**config.mk**
```make
export PLATFORM = sky130hd
export DESIGN_NAME = mdc_delay_commutator
export DESIGN_NICKNAME = d
export VERILOG_FILES = /design/src/rtl/fft_pkg.sv /design/src/rtl/dc_delay_line.sv /design/src/rtl/mdc_delay_commutator.sv
export SDC_FILE = /design/constraint.sdc
export NUM_CORES = 1
export LEC_CHECK = 0
export BUFFER_PORTS_ARGS = -buffer_cell sky130_fd_sc_hd__buf_2
export CAP_MARGIN = 15
export CORE_UTILIZATION = 25
export CTS_BUF_LIST = sky130_fd_sc_hd__clkbuf_8
export DETAILED_ROUTE_END_ITERATION = 10
export GPL_TIMING_DRIVEN = 0
export SYNTH_ARGS = -nofsm -noshare
export SYNTH_HDL_FRONTEND = slang
export SYNTH_SLANG_ARGS = --single-unit
```
**constraint.sdc**
```tcl
create_clock -name clk -period 2.3 [get_ports clk]
set_input_delay 0.575 -clock clk [delete_from_list [all_inputs] [get_ports clk]]
set_output_delay 0.575 -clock clk [all_outputs]
set_load 0.005 [all_outputs]
```
**src/rtl/fft_pkg.sv**
```systemverilog
// Shared FFT pipeline definitions: sample width, complex sample type and a
// constant-foldable ceil(log2) used to size counters.
package fft_pkg;

  localparam int SAMPLE_W = 16;

  typedef struct packed {
    logic [SAMPLE_W-1:0] re;
    logic [SAMPLE_W-1:0] im;
  } cplx_t;

  function automatic int clog2(input int value);
    int result;
    result = 0;
    while ((1 << result) < value) begin
      result = result + 1;
    end
    return result;
  endfunction

endpackage

```
**src/rtl/dc_delay_line.sv**
```systemverilog
// Enable-gated shift register of DEPTH words; the output is the word that
// entered DEPTH enabled cycles ago (zero until then).
module dc_delay_line #(
  parameter int WIDTH = 32,
  parameter int DEPTH = 16
) (
  input  logic             clk,
  input  logic             rst_n,
  input  logic             en_i,
  input  logic             clr_i,
  input  logic [WIDTH-1:0] din_i,
  output logic [WIDTH-1:0] dout_o
);

  for (genvar gi = 0; gi < DEPTH; gi++) begin : g_tap
    logic [WIDTH-1:0] tap_q;
    logic [WIDTH-1:0] tap_d;

    if (gi == 0) begin : g_head
      assign tap_d = din_i;
    end else begin : g_body
      assign tap_d = g_tap[gi-1].tap_q;
    end

    always_ff @(posedge clk or negedge rst_n) begin
      if (!rst_n) begin
        tap_q <= '0;
      end else if (clr_i) begin
        tap_q <= '0;
      end else if (en_i) begin
        tap_q <= tap_d;
      end
    end
  end

  assign dout_o = g_tap[DEPTH-1].tap_q;

endmodule

```
**src/rtl/mdc_delay_commutator.sv**
```systemverilog
// Radix-2 MDC delay-commutator: upper-lane delay, swap switch every DEPTH
// accepted samples, lower-lane delay. Optional sync clear via DC_SYNC_CLEAR_EN.
module mdc_delay_commutator
  import fft_pkg::*;
#(
  parameter int WIDTH = SAMPLE_W,
  parameter int DEPTH = 16
) (
  input  logic             clk,
  input  logic             rst_n,
`ifdef DC_SYNC_CLEAR_EN
  input  logic             clr,
`endif
  input  logic             in_valid,
  input  logic [WIDTH-1:0] a_re,
  input  logic [WIDTH-1:0] a_im,
  input  logic [WIDTH-1:0] b_re,
  input  logic [WIDTH-1:0] b_im,
  output logic             out_valid,
  output logic [WIDTH-1:0] x_re,
  output logic [WIDTH-1:0] x_im,
  output logic [WIDTH-1:0] y_re,
  output logic [WIDTH-1:0] y_im
);

  localparam int CNT_W   = clog2(2 * DEPTH);
  localparam int PRIME_W = clog2(2 * DEPTH + 1);
  localparam int LW      = 2 * WIDTH;
  localparam logic [PRIME_W-1:0] PRIME_FULL = PRIME_W'(2 * DEPTH);

  logic               sync_clr;
  logic [CNT_W-1:0]   cnt_q, cnt_d;
  logic [PRIME_W-1:0] prime_q, prime_d;
  logic               primed;
  logic               sel;
  logic [LW-1:0]      a_w, b_w, da_w, dl_w, p_w, q_w;
  logic [LW-1:0]      x_q, y_q;
  logic               out_valid_q;

`ifdef DC_SYNC_CLEAR_EN
  assign sync_clr = clr;
`else
  assign sync_clr = 1'b0;
`endif

  assign a_w = {a_re, a_im};
  assign b_w = {b_re, b_im};

  // 2*DEPTH is a power of two, so the natural counter rollover is the wrap.
  assign sel    = cnt_q[CNT_W-1];
  assign cnt_d  = cnt_q + CNT_W'(1);
  assign primed = (prime_q == PRIME_FULL);
  assign prime_d = primed ? prime_q : prime_q + PRIME_W'(1);

  assign p_w = sel ? b_w  : da_w;
  assign q_w = sel ? da_w : b_w;

  dc_delay_line #(
    .WIDTH (LW),
    .DEPTH (DEPTH)
  ) u_upper_delay (
    .clk    (clk),
    .rst_n  (rst_n),
    .en_i   (in_valid),
    .clr_i  (sync_clr),
    .din_i  (a_w),
    .dout_o (da_w)
  );

  dc_delay_line #(
    .WIDTH (LW),
    .DEPTH (DEPTH)
  ) u_lower_delay (
    .clk    (clk),
    .rst_n  (rst_n),
    .en_i   (in_valid),
    .clr_i  (sync_clr),
    .din_i  (q_w),
    .dout_o (dl_w)
  );

  always_ff @(posedge clk or negedge rst_n) begin
    if (!rst_n) begin
      cnt_q       <= '0;
      prime_q     <= '0;
      x_q         <= '0;
      y_q         <= '0;
      out_valid_q <= 1'b0;
    end else if (sync_clr) begin
      cnt_q       <= '0;
      prime_q     <= '0;
      x_q         <= '0;
      y_q         <= '0;
      out_valid_q <= 1'b0;
    end else begin
      // A sample is valid only once both delay lines hold real data.
      out_valid_q <= in_valid & primed;
      if (in_valid) begin
        cnt_q   <= cnt_d;
        prime_q <= prime_d;
        x_q     <= p_w;
        y_q     <= dl_w;
      end
    end
  end

  assign out_valid = out_valid_q;
  assign x_re      = x_q[LW-1:WIDTH];
  assign x_im      = x_q[WIDTH-1:0];
  assign y_re      = y_q[LW-1:WIDTH];
  assign y_im      = y_q[WIDTH-1:0];

endmodule

```
---- Word-level counts from Yosys, hierarchy flattened ----
Cells that the tools add are included.
storage, ports and cells
  bits of input ports ..................... 67
  logic and storage cells ................. 45
  output and inout bits ................... 65
  register bits after elaboration ......... 1100
operators by class
  $add $sub $neg .......................... 2
  equality and inequality tests ........... 1
  multiplexer cells ....................... 2
  reductions and logical operators ........ 1
  bitwise logic cells ..................... 2
operators with widths
  kind                                                            number
  32-bit two-way mux                                              2
  6-bit by 1-bit adder with 6-bit output (second input constant)  1
  6-bit equality test (second input constant)                     1
  5-bit by 1-bit adder with 5-bit output (second input constant)  1
  2-bit AND reduction                                             1
  1-bit bitwise AND                                               1
  1-bit NOT                                                       1

---- Longest topological paths before layout ----
  depth after elaboration ................. 3
  gate-level depth with buffers ........... 6
  gate-level depth less buffers ........... 5

---- Cells and area by module ----
Synthesis repeated with hierarchy kept, for this count alone.
unflattened totals
  cell total of the unflattened synthesis .. 3586
  area total of the unflattened synthesis .. 45801.4 sq um
modules (own cells, without submodules)
  module                sequential area each (sq um)  area each (sq um)  cells each  times used
  dc_delay_line         12812.3                       21109.0            1650        2
  mdc_delay_commutator  1901.8                        3583.4             286         1

---- Worst setup path after synthesis ----
No wires, ideal clock.
  path type ............................... in2reg
  from .................................... input in_valid
  to ...................................... register cnt_q[1]
  path buffers ............................ 4
  stages on the path ...................... 5
  required time ........................... 2.175 ns
  path slack .............................. 0.727 ns
  library setup time ...................... 0.125 ns
  data arrival time ....................... 1.448 ns
  path through ............................ buf_2 -> buf_6 -> buf_6 -> buf_6 -> mux2_4
RTL lines
  item                    RTL line                    source
  start: declaration      mdc_delay_commutator.sv:14  input logic in_valid,
  end signal: assignment  mdc_delay_commutator.sv:99  cnt_q <= cnt_d;
  end: declaration        mdc_delay_commutator.sv:32  logic [CNT_W-1:0] cnt_q, cnt_d;
No word-level cell between the ends.

---- Worst setup path in the final report ----
  from .................................... register cnt_q[4]
  to ...................................... register u_lower_delay.g_tap[0].tap_q[23]
on the way
  cells in the longest elaborated chain, start to end .. 1
ends and longest elaborated chain
  item                    RTL line                    source
  32-bit two-way mux      mdc_delay_commutator.sv:56  assign q_w = sel ? da_w : b_w;
  end signal: assignment  dc_delay_line.sv:31         tap_q <= tap_d;
  end: declaration        dc_delay_line.sv:16         logic [WIDTH-1:0] tap_q;
Every way passes these cells.
A chain may end at the register's enable or synchronous reset.

==> results.sh <==
export IMPL_status="finished with violations"
export IMPL_violations="design-rule violations, negative hold slack"
export IMPL_drv_slew=0
export IMPL_synth_flop_cell="dfrtp_1"
export IMPL_fin_crit_sh=0.9031
export IMPL_wl_um=83570
export IMPL_syn_cell_area_um2=41640
export IMPL_rsz0062_at_grt="no"
export IMPL_power_density_nw_per_um2=1220
export IMPL_cts_repair_resized=0
export IMPL_pin_count=132
export IMPL_p_sw_frac=0.2718
export IMPL_grt_max_degree=166
export IMPL_drc=22
export IMPL_rows=149
export IMPL_dieArea_um2=168200
export IMPL_peakVddDrop_v=0.0006781
export IMPL_clock_fmax_mhz=481.4
export IMPL_fin_util=0.2967
export IMPL_root_buffer="clkbuf_8"
export IMPL_die_width_um=410.1
export IMPL_total_power_uw=59800
export IMPL_synth_top_area_cell="dfrtp_1"
export IMPL_cts_buffers_inserted=166
export IMPL_synth_enable_flop_cells=0
export IMPL_gp_congestion=0.7526
export IMPL_clk_path_buf_depth=3
export IMPL_synth_area_leaders="dfrtp_1 (66%), mux2_2 (26%), mux2_4 (1.8%), buf_4 (1.7%), mux2i_1 (1.5%)"
export IMPL_synth_nets=2553
export IMPL_worstPathArrival_ns=2.77
export IMPL_first_global_vias=22237
export IMPL_portBuffers=130
export IMPL_grt_usage=0.1020
export IMPL_p_leak_uw=0.02103
export IMPL_ys_seq_elements=1100
export IMPL_nFillCells=16676
export IMPL_initial_core_util=0.2521
export IMPL_hpwl_um=59250
export IMPL_drt_iter0_markers=1140
export IMPL_post_drt_wl_per_cell_um=16.22
export IMPL_numClockSinks=1100
export IMPL_final_design_area_no_fill_um2=49000
export IMPL_syn_inst=2483
export IMPL_cp_end_kind="flop"
export IMPL_required_ns=3.00
export IMPL_cp_start_kind="flop"
export IMPL_syn_to_final_growth_pct=17.70
export IMPL_core_area_um2=165200
export IMPL_antenna_found_initial=19
export IMPL_p_sw_uw=16250
export IMPL_combPwrFrac=0.199
export IMPL_post_drt_via_cell_ratio=4.050
export IMPL_setup_viol=0
export IMPL_grt_pass1_wl_um=133600
export IMPL_yosysSeqAreaShare=0.6611
export IMPL_path_class="flop to flop"
export IMPL_maxCapViolations=0
export IMPL_fin_nets=2910
export IMPL_drtPass1Iterations=8
export IMPL_synth_distinct_cells=23
export IMPL_period_needed_ns=2.077
export IMPL_yosys_warnings=0
export IMPL_clk_transition_reported_paths_ns=0.06
export IMPL_postPlaceCellArea_um2=45230
export IMPL_hold_buffers=52
export IMPL_relSlewSlack=0.4038
export IMPL_finalHoldViolCount=82
export IMPL_synthTopCellsByCount="dfrtp_1 (1100), mux2_2 (975), buf_4 (92)"
export IMPL_synth_most_common_cell="dfrtp_1"
export IMPL_drt_met1_wl_um=41990
export IMPL_htree_levels=4
export IMPL_drive_above_1_share=0.5145
export IMPL_vias=20867
export IMPL_gr_total_overflow=0
export IMPL_cts_tree="yes"
export IMPL_ant_nets=0
export IMPL_whs_ns=-0.3399
export IMPL_hold_class="input port to asynchronous set/reset pin"
export IMPL_synthArstFlopShare=1.000
export IMPL_avgSynthCellArea_um2=16.77
export IMPL_wl_met3_um=4561
export IMPL_critPathMaxFanout=10
export IMPL_seqPwrFrac=0.540
export IMPL_top_layer="met5"
export IMPL_worst_pin_slew_ns=0.8943
export IMPL_intPower_uw=43540
export IMPL_finClkSkew_ns=0.02995
export IMPL_synth_top_cell_area_share=0.6611
export IMPL_power_frac_clock=0.262
export IMPL_wl_met2_um=35390
export IMPL_insertion_delay_ns=0.84
export IMPL_die_h_um=410.1
## per-stage QoR
step / worst slack (ns) / cells / setup TNS (ns) / hold slack [ns]
global route: 0.06429 / 5150 / 0 / -0.3570
finish: 0.2228 / 5152 / 0 / -0.3399
floorplan: 0.7267 / 2483 / 0 / 0.2794
global placement: -23.27 / 4802 / - / 0.4562
detailed placement: -0.5821 / 4809 / -94.38 / 0.4746
CTS: 0.1856 / 5149 / 0 / -0.4056
## worst paths after layout
path | from | end | slack (ns) | cells after the start
max in group asynchronous | rst_n | u_lower_delay.g_tap[14].tap_q[12] | 0.49 | 4
min in group clk | b_re[9] | x_q[25] | 0.11 | 3
max reg2reg | cnt_q[4] | u_lower_delay.g_tap[0].tap_q[23] | 0.22 | 4
min reg2reg | u_lower_delay.g_tap[12].tap_q[16] | u_lower_delay.g_tap[13].tap_q[16] | 0.49 | 1
min | rst_n | x_q[17] | -0.34 | 1
max | cnt_q[4] | u_lower_delay.g_tap[0].tap_q[23] | 0.22 | 4
## logic make-up after synthesis
| kind of cell | count (synthesis) | synth area share |
|---|---|---|
| simple gates | 78 | 0.007633 |
| buf+inv | 138 | 0.02326 |
| compound gates | 66 | 0.008024 |
| mux | 1090 | 0.2974 |
| fa+ha+maj | 3 | 0.0009016 |
| xor+xnor | 8 | 0.001683 |
| flops | 1100 | 0.6611 |
## per-layer routing
metal | up-vias | track usage
met5 | - | 0
met4 | 10 | 0.03500
met3 | 119 | 0.02536
met2 | 337 | 0.1443
met1 | 10856 | 0.1497
li1 | 9545 | -
## placed cells by master, fill, tap and decap left out
master,instances
inv_8,3
clkinv_8,1
buf_16,7
o21ai_1,1
nor2_1,65
inv_1,66
clkbuf_8,199
xnor2_1,7
buf_2,165
and2_1,1
ha_1,3
bufinv_16,3
or2_0,1
nand2b_1,1
clkinv_2,7
mux2i_1,64
and3_1,1
mux2_1,1
mux2_4,50
o21ai_2,1
buf_4,92
nand4_1,4
dfrtp_1,1100
a21oi_1,64
buf_6,8
inv_6,5
mux2_2,975
buf_12,1
dlygate4sd3_1,52
or3b_1,1
xor2_1,1
clkinvlp_4,6
diode_2,3
nand2_1,4
## flip-flops by register name, summed over array words and instances (netlist names)
name	flops
x_q	32
u_upper_delay.dout_o	32
y_q	32
out_valid	1
cnt_q	5
u_lower_delay.g_tap.tap_q	448
u_lower_delay.dout_o	32
u_lower_delay.g_tap.tap_d	32
u_upper_delay.g_tap.tap_q	448
u_upper_delay.g_tap.tap_d	32
prime_q	6
## critical path: stages (launching register included)
cell and delay [ns]:
dfrtp_1 0.35, buf_4 0.25, buf_2 0.45, mux2i_1 0.71, a21oi_1 0.15
## power by group through the flow
stage          Combinational [µW]  Sequential, µW  Clock (µW)
5_1_grt                     13100           33500       17100
3_5_place_dp                12000           32800           0
3_3_place_gp                11600           32700           0
6_report                    11900           32300       15600
2_1_floorplan                9190           30800           0
4_1_cts                     12100           32400       16300
## layout make-up
cell class                      instances  area (µm²)  share of cell area
Antenna cell                            3       7.507           0.0001532
Buffer                                136       960.9             0.01961
Clock buffer                          199        2739             0.05589
Clock inverter                         89       504.2             0.01029
Inverter                                2       7.507           0.0001532
Multi-Input combinational cell       1245       13140              0.2682
Sequential cell                      1100       27530              0.5617
Tap cell                             2189        2739             0.05589
Timing Repair Buffer                  189        1379             0.02814
## timing repair
action,CTS,global route
setup endpoints to repair,0,0
hold endpoints to repair,144,82
buffers inserted,0,0
Note: power is estimated with default switching activity, not from simulation.
